$ cat config.mk
export PLATFORM = sky130hd
export DESIGN_NAME = grf_wb_arbiter
export DESIGN_NICKNAME = d
export VERILOG_FILES = /design/src/rtl/grf_wb_arbiter.sv
export SDC_FILE = /design/constraint.sdc
export NUM_CORES = 1
export LEC_CHECK = 0
export CORE_MARGIN = 8
export CORE_UTILIZATION = 46
export CTS_CLUSTER_DIAMETER = 50
export DETAILED_ROUTE_END_ITERATION = 12
export PLACE_DENSITY = 0.8
export SYNTH_ARGS = -nofsm -noshare
export SYNTH_HDL_FRONTEND = slang
export SYNTH_SLANG_ARGS = --single-unit
$ cat constraint.sdc
create_clock -name clk -period 3.69 [get_ports clk]
set_clock_uncertainty 0.2 [all_clocks]
set_input_delay 0.369 -clock clk [delete_from_list [all_inputs] [get_ports clk]]
set_output_delay 0.369 -clock clk [all_outputs]
set_load 0.005 [all_outputs]
$ cat src/rtl/grf_wb_arbiter.sv
// GRF write-port arbiter: merges the pipeline W-stage write (port A) with
// results from long-latency units (port B) onto the single GRF write port.
// B results sit in a small FIFO and drain whenever A is idle. If a B entry
// has waited STARVE_MAX cycles, it preempts A for one cycle.
// A per-register busy bitmap tracks issued long-latency ops that have not
// yet written back.
module grf_wb_arbiter #(
   parameter int B_DEPTH    = 2,
   parameter int STARVE_MAX = 4
) (
   input  logic        clk,
   input  logic        reset,
   input  logic        a_we,
   input  logic [4:0]  a_wa,
   input  logic [31:0] a_wd,
   input  logic [31:0] a_pc,
   output logic        a_stall,
   input  logic        b_valid,
   input  logic [4:0]  b_wa,
   input  logic [31:0] b_wd,
   input  logic [31:0] b_pc,
   output logic        b_ready,
   input  logic        b_issue,
   input  logic [4:0]  b_issue_wa,
   output logic [31:0] busy,
   output logic        grf_we,
   output logic [4:0]  grf_wa,
   output logic [31:0] grf_wd,
   output logic [31:0] grf_wpc
);

   localparam int PTR_W = (B_DEPTH > 1) ? $clog2(B_DEPTH) : 1;
   localparam int CNT_W = $clog2(B_DEPTH) + 1;
   localparam int ST_W  = (STARVE_MAX > 0) ? $clog2(STARVE_MAX + 1) : 1;
   localparam logic [CNT_W-1:0] DEPTH_C  = CNT_W'(B_DEPTH);
   localparam logic [ST_W-1:0]  STARVE_C = ST_W'(STARVE_MAX);

   logic [4:0]       buf_wa [B_DEPTH];
   logic [31:0]      buf_wd [B_DEPTH];
   logic [31:0]      buf_pc [B_DEPTH];
   logic [PTR_W-1:0] wr_ptr;
   logic [PTR_W-1:0] rd_ptr;
   logic [CNT_W-1:0] count;
   logic [ST_W-1:0]  starve;
   logic [31:0]      busy_nxt;

   logic       a_valid;
   logic       b_avail;
   logic       sel_a;
   logic       sel_b;
   logic       push;
   logic       pop;
   logic [4:0] head_wa;

   // Request qualification and A/B selection; a write to r0 is no request.
   always_comb begin
      a_valid = reset && a_we && (a_wa != 5'd0);
      b_avail = (count != '0);
      sel_b   = b_avail && (!a_valid || (starve == STARVE_C));
      sel_a   = a_valid && !sel_b;
      b_ready = reset && (count < DEPTH_C);
      push    = b_valid && b_ready;
      pop     = sel_b;
      head_wa = buf_wa[rd_ptr];
      a_stall = a_valid && sel_b;
   end

   // GRF write port mux, zero latency. A head with wa=0 drains without writing.
   always_comb begin
      grf_we  = 1'b0;
      grf_wa  = 5'd0;
      grf_wd  = 32'd0;
      grf_wpc = 32'd0;
      if (sel_b) begin
         grf_we  = (head_wa != 5'd0);
         grf_wa  = head_wa;
         grf_wd  = buf_wd[rd_ptr];
         grf_wpc = buf_pc[rd_ptr];
      end else if (sel_a) begin
         grf_we  = 1'b1;
         grf_wa  = a_wa;
         grf_wd  = a_wd;
         grf_wpc = a_pc;
      end
   end

   // Busy bitmap update: clear on B writeback, set on issue (set wins), r0 never busy.
   always_comb begin
      busy_nxt = busy;
      if (pop && (head_wa != 5'd0))
         busy_nxt[head_wa] = 1'b0;
      if (b_issue && (b_issue_wa != 5'd0))
         busy_nxt[b_issue_wa] = 1'b1;
      busy_nxt[0] = 1'b0;
   end

   // FIFO storage write on push.
   always_ff @(posedge clk or negedge reset) begin
      if (!reset) begin
         for (int i = 0; i < B_DEPTH; i++) begin
            buf_wa[i] <= 5'd0;
            buf_wd[i] <= 32'd0;
            buf_pc[i] <= 32'd0;
         end
      end else if (push) begin
         buf_wa[wr_ptr] <= b_wa;
         buf_wd[wr_ptr] <= b_wd;
         buf_pc[wr_ptr] <= b_pc;
      end
   end

   // FIFO pointers and occupancy; pointers wrap naturally since depth is a power of two.
   always_ff @(posedge clk or negedge reset) begin
      if (!reset) begin
         wr_ptr <= '0;
         rd_ptr <= '0;
         count  <= '0;
      end else begin
         if (push)
            wr_ptr <= wr_ptr + PTR_W'(1);
         if (pop)
            rd_ptr <= rd_ptr + PTR_W'(1);
         case ({push, pop})
            2'b10:   count <= count + CNT_W'(1);
            2'b01:   count <= count - CNT_W'(1);
            default: count <= count;
         endcase
      end
   end

   // Starvation counter: counts cycles the head waits behind A, saturating.
   always_ff @(posedge clk or negedge reset) begin
      if (!reset)
         starve <= '0;
      else if (!b_avail || pop)
         starve <= '0;
      else if (starve != STARVE_C)
         starve <= starve + ST_W'(1);
   end

   // Busy bitmap register.
   always_ff @(posedge clk or negedge reset) begin
      if (!reset)
         busy <= 32'd0;
      else
         busy <= busy_nxt;
   end

endmodule
==> impl_metrics.py, run 1 <==
metrics = {
    "cts": {
        "ctsHtreeMaxLevel": 4,
        "clockBufferDepth": 2,
        "cts_root_buffer": "clkbuf_16",
        "cts_setup_buffers": 0,
        "clk_latency_ps": 420,
        "clkSlewWorstSetupHoldPaths_ps": 70,
        "cts_tree": "done",
        "cts.sinks": 176,
        "cts_buffers": 17,
    },
    "die": {
        "die_h_um": 153,
        "dieArea_sq_um": 23500,
        "start_util": 0.467,
        "core-area_sq_um": 18600,
        "rows": 50,
        "dieWidth_um": 153,
        "ios": 252,
    },
    "logic_synthesis": {
        "synth.most_common_cell": "dfrtp_1",
        "synth_top_area_frac": 0.507,
        "yosysUniqueCellTypes": 46,
        "post_synth_mux_area_share": 0.264,
        "synth_top_family_by_area": "multiplexers",
        "synth_cells": 672,
        "synth_nets": 823,
        "synth_edf_count": 0,
        "synth_area_leaders": "dfrtp_1, mux2_2, mux2i_1",
        "mappedNetlistArea_sq_um": 8680,
        "synth_area_leader_cell": "dfrtp_1",
        "synth_adder_area_share": 0.00433,
        "ys_warn_count": 0,
        "synth_ff_type": "dfrtp_1",
        "ys_seq_area_frac": 0.507,
        "postSynthAreaPerCell_sq_um": 12.9,
        "async_flop_share": 1.00,
        "synth-xor-area-share": 0.00606,
        "synth-simple-area-share": 0.0402,
        "synth-compound-area-share": 0.139,
        "synth-seq-cells": 176,
        "synth_common_cells": "dfrtp_1, mux2_2, mux2i_1, inv_1, o2bb2ai_1",
    },
    "drt": {
        "routedWlPerCell_um": 19.7,
        "firstDrtPassIters": 4,
        "ant_nets": 0,
        "vias_per_cell": 5.47,
        "drc": 0,
        "drtIter0Drc": 258,
        "wirelength_um": 22800,
        "dr_total_vias": 6329,
    },
    "critical_path": {
        "ff2ff_path_depth": 5,
        "cpLargestDelayFamily": "simple AND/OR/NAND/NOR gates",
        "critPathRequiredTime_ps": 3120,
        "cp.depth": 7,
        "cp.arrival_ps": 2970,
        "max_stage_delay_ps": 610,
        "crit_chain": "clkdlybuf4s50_1, or4_1, or3_4, and2_4, buf_12, o2bb2ai_1, clkdlybuf4s50_1",
        "endpoint_kind": "output pin",
        "slowest_stage": "or4_1",
        "critPathMaxFanout": 38,
        "critPathLaunchType": "input pin",
        "critPathKind": "input pin to output pin",
        "crit_buf_inv": 3,
        "crit_path_frequent_cell": "clkdlybuf4s50_1",
    },
    "grt": {
        "grt_usage": 0.196,
        "grt_overflow": 0,
        "grt_max_degree": 77,
        "antenna_found_initial": 0,
        "grt_pass1_wl_um": 37200,
        "first_global_vias": 6890,
    },
    "placed_design": {
        "port_buffers": 250,
        "dp.cells": 1125,
        "preCtsSetupSlack_ps": 168,
        "gp_congestion": 0.868,
        "place_area_sq_um": 11500,
        "hpwl_um": 16700,
    },
    "job": {
        "maxCapViolCount": 0,
    },
    "timing": {
        "final.setup.worst_slack_ps": 153,
        "fmax_mhz": 283,
        "min_period_ps": 3540,
        "rsz0062_at_grt": "false",
        "tightest_slew_ps": 942,
        "setup_tns_ps": 0,
        "setup_violations": 0,
        "hold_viol": 0,
        "fin_crit_sh": 0.959,
        "slew_headroom": 0.372,
        "maxSlewViolCount": 0,
    },
    "power_and_ir_drop": {
        "power_density_nw_per_um2": 771,
        "ir_worst_vdd_uv": 366,
        "p_leak_nw": 5.16,
    },
    "cells_and_area": {
        "final_cells": 1157,
        "fillers": 1425,
        "final_util": 0.650,
        "drive_above_1_share": 0.247,
        "syn2layout_area_growth_pct": 39.2,
        "diodes": 0,
        "layout.nets": 1062,
        "final_area_sq_um": 12100,
    },
    "worst_hold_path": {
        "worstHoldPathType": "input pin to async pin",
    },
    "outcome": {
        "status": "finished, final reports clean",
    },
}
cell type report:
type,instances,area [sq um],area share
sequential,176,4410,0.365
multi-input combinational,417,3980,0.329
timing repair buffer,264,2690,0.223
clock buffer,21,480,0.0398
tap,234,293,0.0242
inverter,35,131,0.0109
clock inverter,10,101,0.00839
per-layer routing:
metal,vias to the layer above,part of all wire,GRT usage
met5,-,0,0
met4,0,0.016,0.0579
met3,26,0.076,0.0632
met2,208,0.50,0.341
met1,3136,0.41,0.226
li1,2959,-,-
cell usage in the layout (no fill, tap or decap), types with 13 or more instances in the layout:
| cell | n |
|---|---|
| clkbuf_16 | 17 |
| nor2_1 | 13 |
| mux2_2 | 142 |
| dfrtp_1 | 175 |
| o2bb2ai_1 | 35 |
| o2bb2ai_2 | 30 |
| mux2i_1 | 69 |
| inv_1 | 35 |
| clkdlybuf4s50_1 | 249 |
| nand2_1 | 17 |
| o21ai_0 | 17 |
worst register-to-register path: cells and delay by family, from the launching register on:
family / cells / cell delay [ps]
buffers and inverters: 1 / 350
DFF: 1 / 420
muxes: 1 / 450
and+or+nand+nor: 3 / 820
final timing paths:
check / slack [ps] / startpoint / to
min: 220 / reset / busy[28]
min reg2reg: 260 / starve[0] / starve[0]
min in group clk: 260 / starve[0] / starve[0]
max in group asynchronous: 1720 / reset / rd_ptr
max reg2reg: 1330 / count[1] / buf_wd[32]
max: 150 / a_wa[3] / grf_wpc[5]
flip-flops by register name, summed over array words and instances (netlist names):
signal / flops
busy: 31
buf_wd: 64
rd_ptr: 1
buf_wa: 10
count: 2
buf_pc: 64
starve: 3
wr_ptr: 1
what timing repair did:
action,CTS,global route
setup endpoints to repair,0,23
hold endpoints to repair,35,0
hold buffers,1,0
gates resized for setup,0,1
per-stage QoR:
stage	hold WS, ps	total power (W)
after detailed placement	93.3	0.00765
after floorplan	-127	0.00567
after global placement	91.6	0.00750
after global routing	241	0.00990
after CTS	209	0.00944
final	219	0.00931
cell families (layout without fill, tap and decap cells):
group	after synthesis	in the layout
other	1	1
buffers and inverters	79	330
XOR/XNOR	6	6
multiplexers	211	211
AO/OA/AOI/OAI	129	129
flip-flops	176	176
AND/OR/NAND/NOR	67	67
adder cells (fa/ha/maj)	3	3
power by group:
group | switching (W) | internal, W
clock | 0.000754 | 0.00100
combinational | 0.00178 | 0.00246
sequential | 0.000510 | 0.00280
total | 0.00305 | 0.00626
(Power assumes the default switching activity.)
==> run 2: changes to the inputs <==
- CTS_BUF_LIST: default -> sky130_fd_sc_hd__clkbuf_2
- DONT_BUFFER_PORTS: default -> 1
- PLACE_DENSITY: 0.8 -> 0.63
==> run 2 against run 1 <==
The flow now finishes with violations (negative hold slack); cell area down 16%; global-route usage shrank 1.0 points; via count shrank 8.2%; final cell count down 14%; critical path depth unchanged; routed wire length fell by 3.3%; sequential power is essentially flat; worst setup slack worse by 21 ps; non-clock buffer count is 161 lower; die area is the same; combinational power down 25%.
==> impl_metrics.py, run 2 (same netlist as run 1, synthesis figures left out) <==
metrics = {
    "drt": {
        "routedWlPerCell_um": 22.1,
        "dr_total_vias": 5813,
        "drc": 0,
        "wirelength_um": 22100,
        "drtIter0Drc": 318,
        "ant_nets": 0,
        "firstDrtPassIters": 5,
        "vias_per_cell": 5.81,
    },
    "timing": {
        "rsz0062_at_grt": "false",
        "final.setup.worst_slack_ps": 131,
        "fin_crit_sh": 0.964,
        "tightest_slew_ps": 759,
        "maxSlewViolCount": 0,
        "hold_viol": 176,
        "min_period_ps": 3560,
        "slew_headroom": 0.494,
        "hold_slack_ps": -934,
        "setup_tns_ps": 0,
        "fmax_mhz": 281,
        "setup_violations": 0,
    },
    "cts": {
        "cts.sinks": 176,
        "cts-resized-gates": 0,
        "ctsHtreeMaxLevel": 4,
        "cts_root_buffer": "clkbuf_2",
        "cts_buffers": 17,
        "cts_hold_buf": 95,
        "cts_tree": "done",
        "clockBufferDepth": 2,
        "clk_latency_ps": 730,
        "clkSlewWorstSetupHoldPaths_ps": 270,
    },
    "power_and_ir_drop": {
        "power_w": 0.00762,
        "power_density_nw_per_um2": 752,
        "p_leak_nw": 4.41,
        "ir_worst_vdd_uv": 329,
    },
    "die": {
        "dieWidth_um": 153,
        "rows": 50,
        "ios": 252,
        "core-area_sq_um": 18600,
        "die_h_um": 153,
        "start_util": 0.467,
        "dieArea_sq_um": 23500,
    },
    "critical_path": {
        "critPathLaunchType": "input pin",
        "regToRegSetupSlack_ps": 320,
        "cp.arrival_ps": 2990,
        "critPathRequiredTime_ps": 3120,
        "critPathMaxFanout": 33,
        "critPathKind": "input pin to output pin",
        "endpoint_kind": "output pin",
    },
    "grt": {
        "grt_overflow": 0,
        "antenna_found_initial": 2,
        "first_global_vias": 6453,
        "grt_max_degree": 180,
        "grt_usage": 0.185,
        "grt_pass1_wl_um": 35000,
    },
    "cells_and_area": {
        "final_cell_mix": "dfrtp_1, mux2_2, dlygate4sd3_1",
        "drive_above_1_share": 0.293,
        "top_regs": "buf_pc (64), buf_wd (64), busy (31)",
        "layout_commonest_cell": "dfrtp_1",
        "syn2layout_area_growth_pct": 16.6,
        "layout.nets": 902,
        "fillers": 1555,
        "seq_area_sq_um": 4410,
        "multi_input_area_sq_um": 3980,
    },
    "placed_design": {
        "port_buffers": 0,
        "gp_congestion": 0.842,
        "preCtsSetupSlack_ps": 785,
        "hpwl_um": 15200,
    },
    "worst_hold_path": {
        "worstHoldPathType": "input pin to async pin",
    },
    "job": {
        "maxCapViolCount": 0,
    },
    "outcome": {
        "violations": "negative hold slack",
        "status": "finished with violations",
    },
}
[run 2: changes by cell type in the layout (fill, tap and decap cells not counted), moves of 3 or more]
| cell | previous run | this run |
|---|---|---|
| clkinv_4 | 3 | 0 |
| buf_12 | 6 | 2 |
| clkdlybuf4s50_1 | 249 | 0 |
| clkbuf_16 | 17 | 0 |
| clkinvlp_4 | 3 | 0 |
| clkbuf_8 | 4 | 0 |
| clkinv_2 | 1 | 4 |
| inv_6 | 2 | 5 |
| clkbuf_2 | 0 | 18 |
| dlygate4sd3_1 | 1 | 95 |
[run 2: report_power, final]
group / internal [W] / switching [W] / total, W
registers: 0.00278 / 0.000550 / 0.00333
logic: 0.00158 / 0.00160 / 0.00319
clock network: 0.000398 / 0.000697 / 0.00110
total: 0.00476 / 0.00285 / 0.00762
[run 2: layer usage]
layer  part of all wire  vias to the layer above  wire length (um)  global-route usage
met3              0.074                       24              1630              0.0677
met4              0.013                        0               286              0.0541
met2               0.51                      213             11300               0.320
met5                  0                        -                 0                   0
li1                   -                     2643                 -                   -
met1               0.40                     2933              8900               0.212
[run 2: per-stage QoR]
stage	utilization	cell area, sq um	std cells
4_1_cts	0.543	10100	997
6_report	0.545	10100	1000
3_3_place_gp	0.478	8870	869
3_5_place_dp	0.478	8870	869
5_1_grt	0.545	10100	1000
2_1_floorplan	-	8680	672
[run 2: layout make-up]
| class | count | share of cell area |
|---|---|---|
| clock inverter | 14 | 0.0174 |
| tap | 234 | 0.0289 |
| timing repair buffer | 103 | 0.102 |
| sequential | 176 | 0.435 |
| inverter | 35 | 0.0130 |
| multi-input combinational | 418 | 0.393 |
| clock buffer | 18 | 0.00890 |
| antenna | 2 | 0.000494 |
[run 2: repair_timing]
item                                    CTS  global route
cloned                                    1             0
endpoints found under the setup margin    1             2
hold endpoints to repair                351           176
buffers inserted                          0             1
pin swaps                                 1             0
[run 2: worst paths after layout]
| check | from | endpoint | cells past startpoint |
|---|---|---|---|
| worst min register to register | starve[0] | starve[0] | 1 |
| worst max register to register | rd_ptr | busy[17] | 6 |
| worst max-delay path | a_wa[1] | grf_wa[1] | 7 |
| min in group clk | reset | busy[27] | 3 |
| max in group asynchronous | reset | buf_wd[16] | 0 |
| worst min-delay path | reset | busy[18] | 0 |
[run 2: worst max-delay path: stages]
cell	delay [ps]
dlygate4sd3_1	550
or4_1	420
dlygate4sd3_1	590
o211ai_1	360
a31oi_4	60
buf_4	280
a22o_1	360
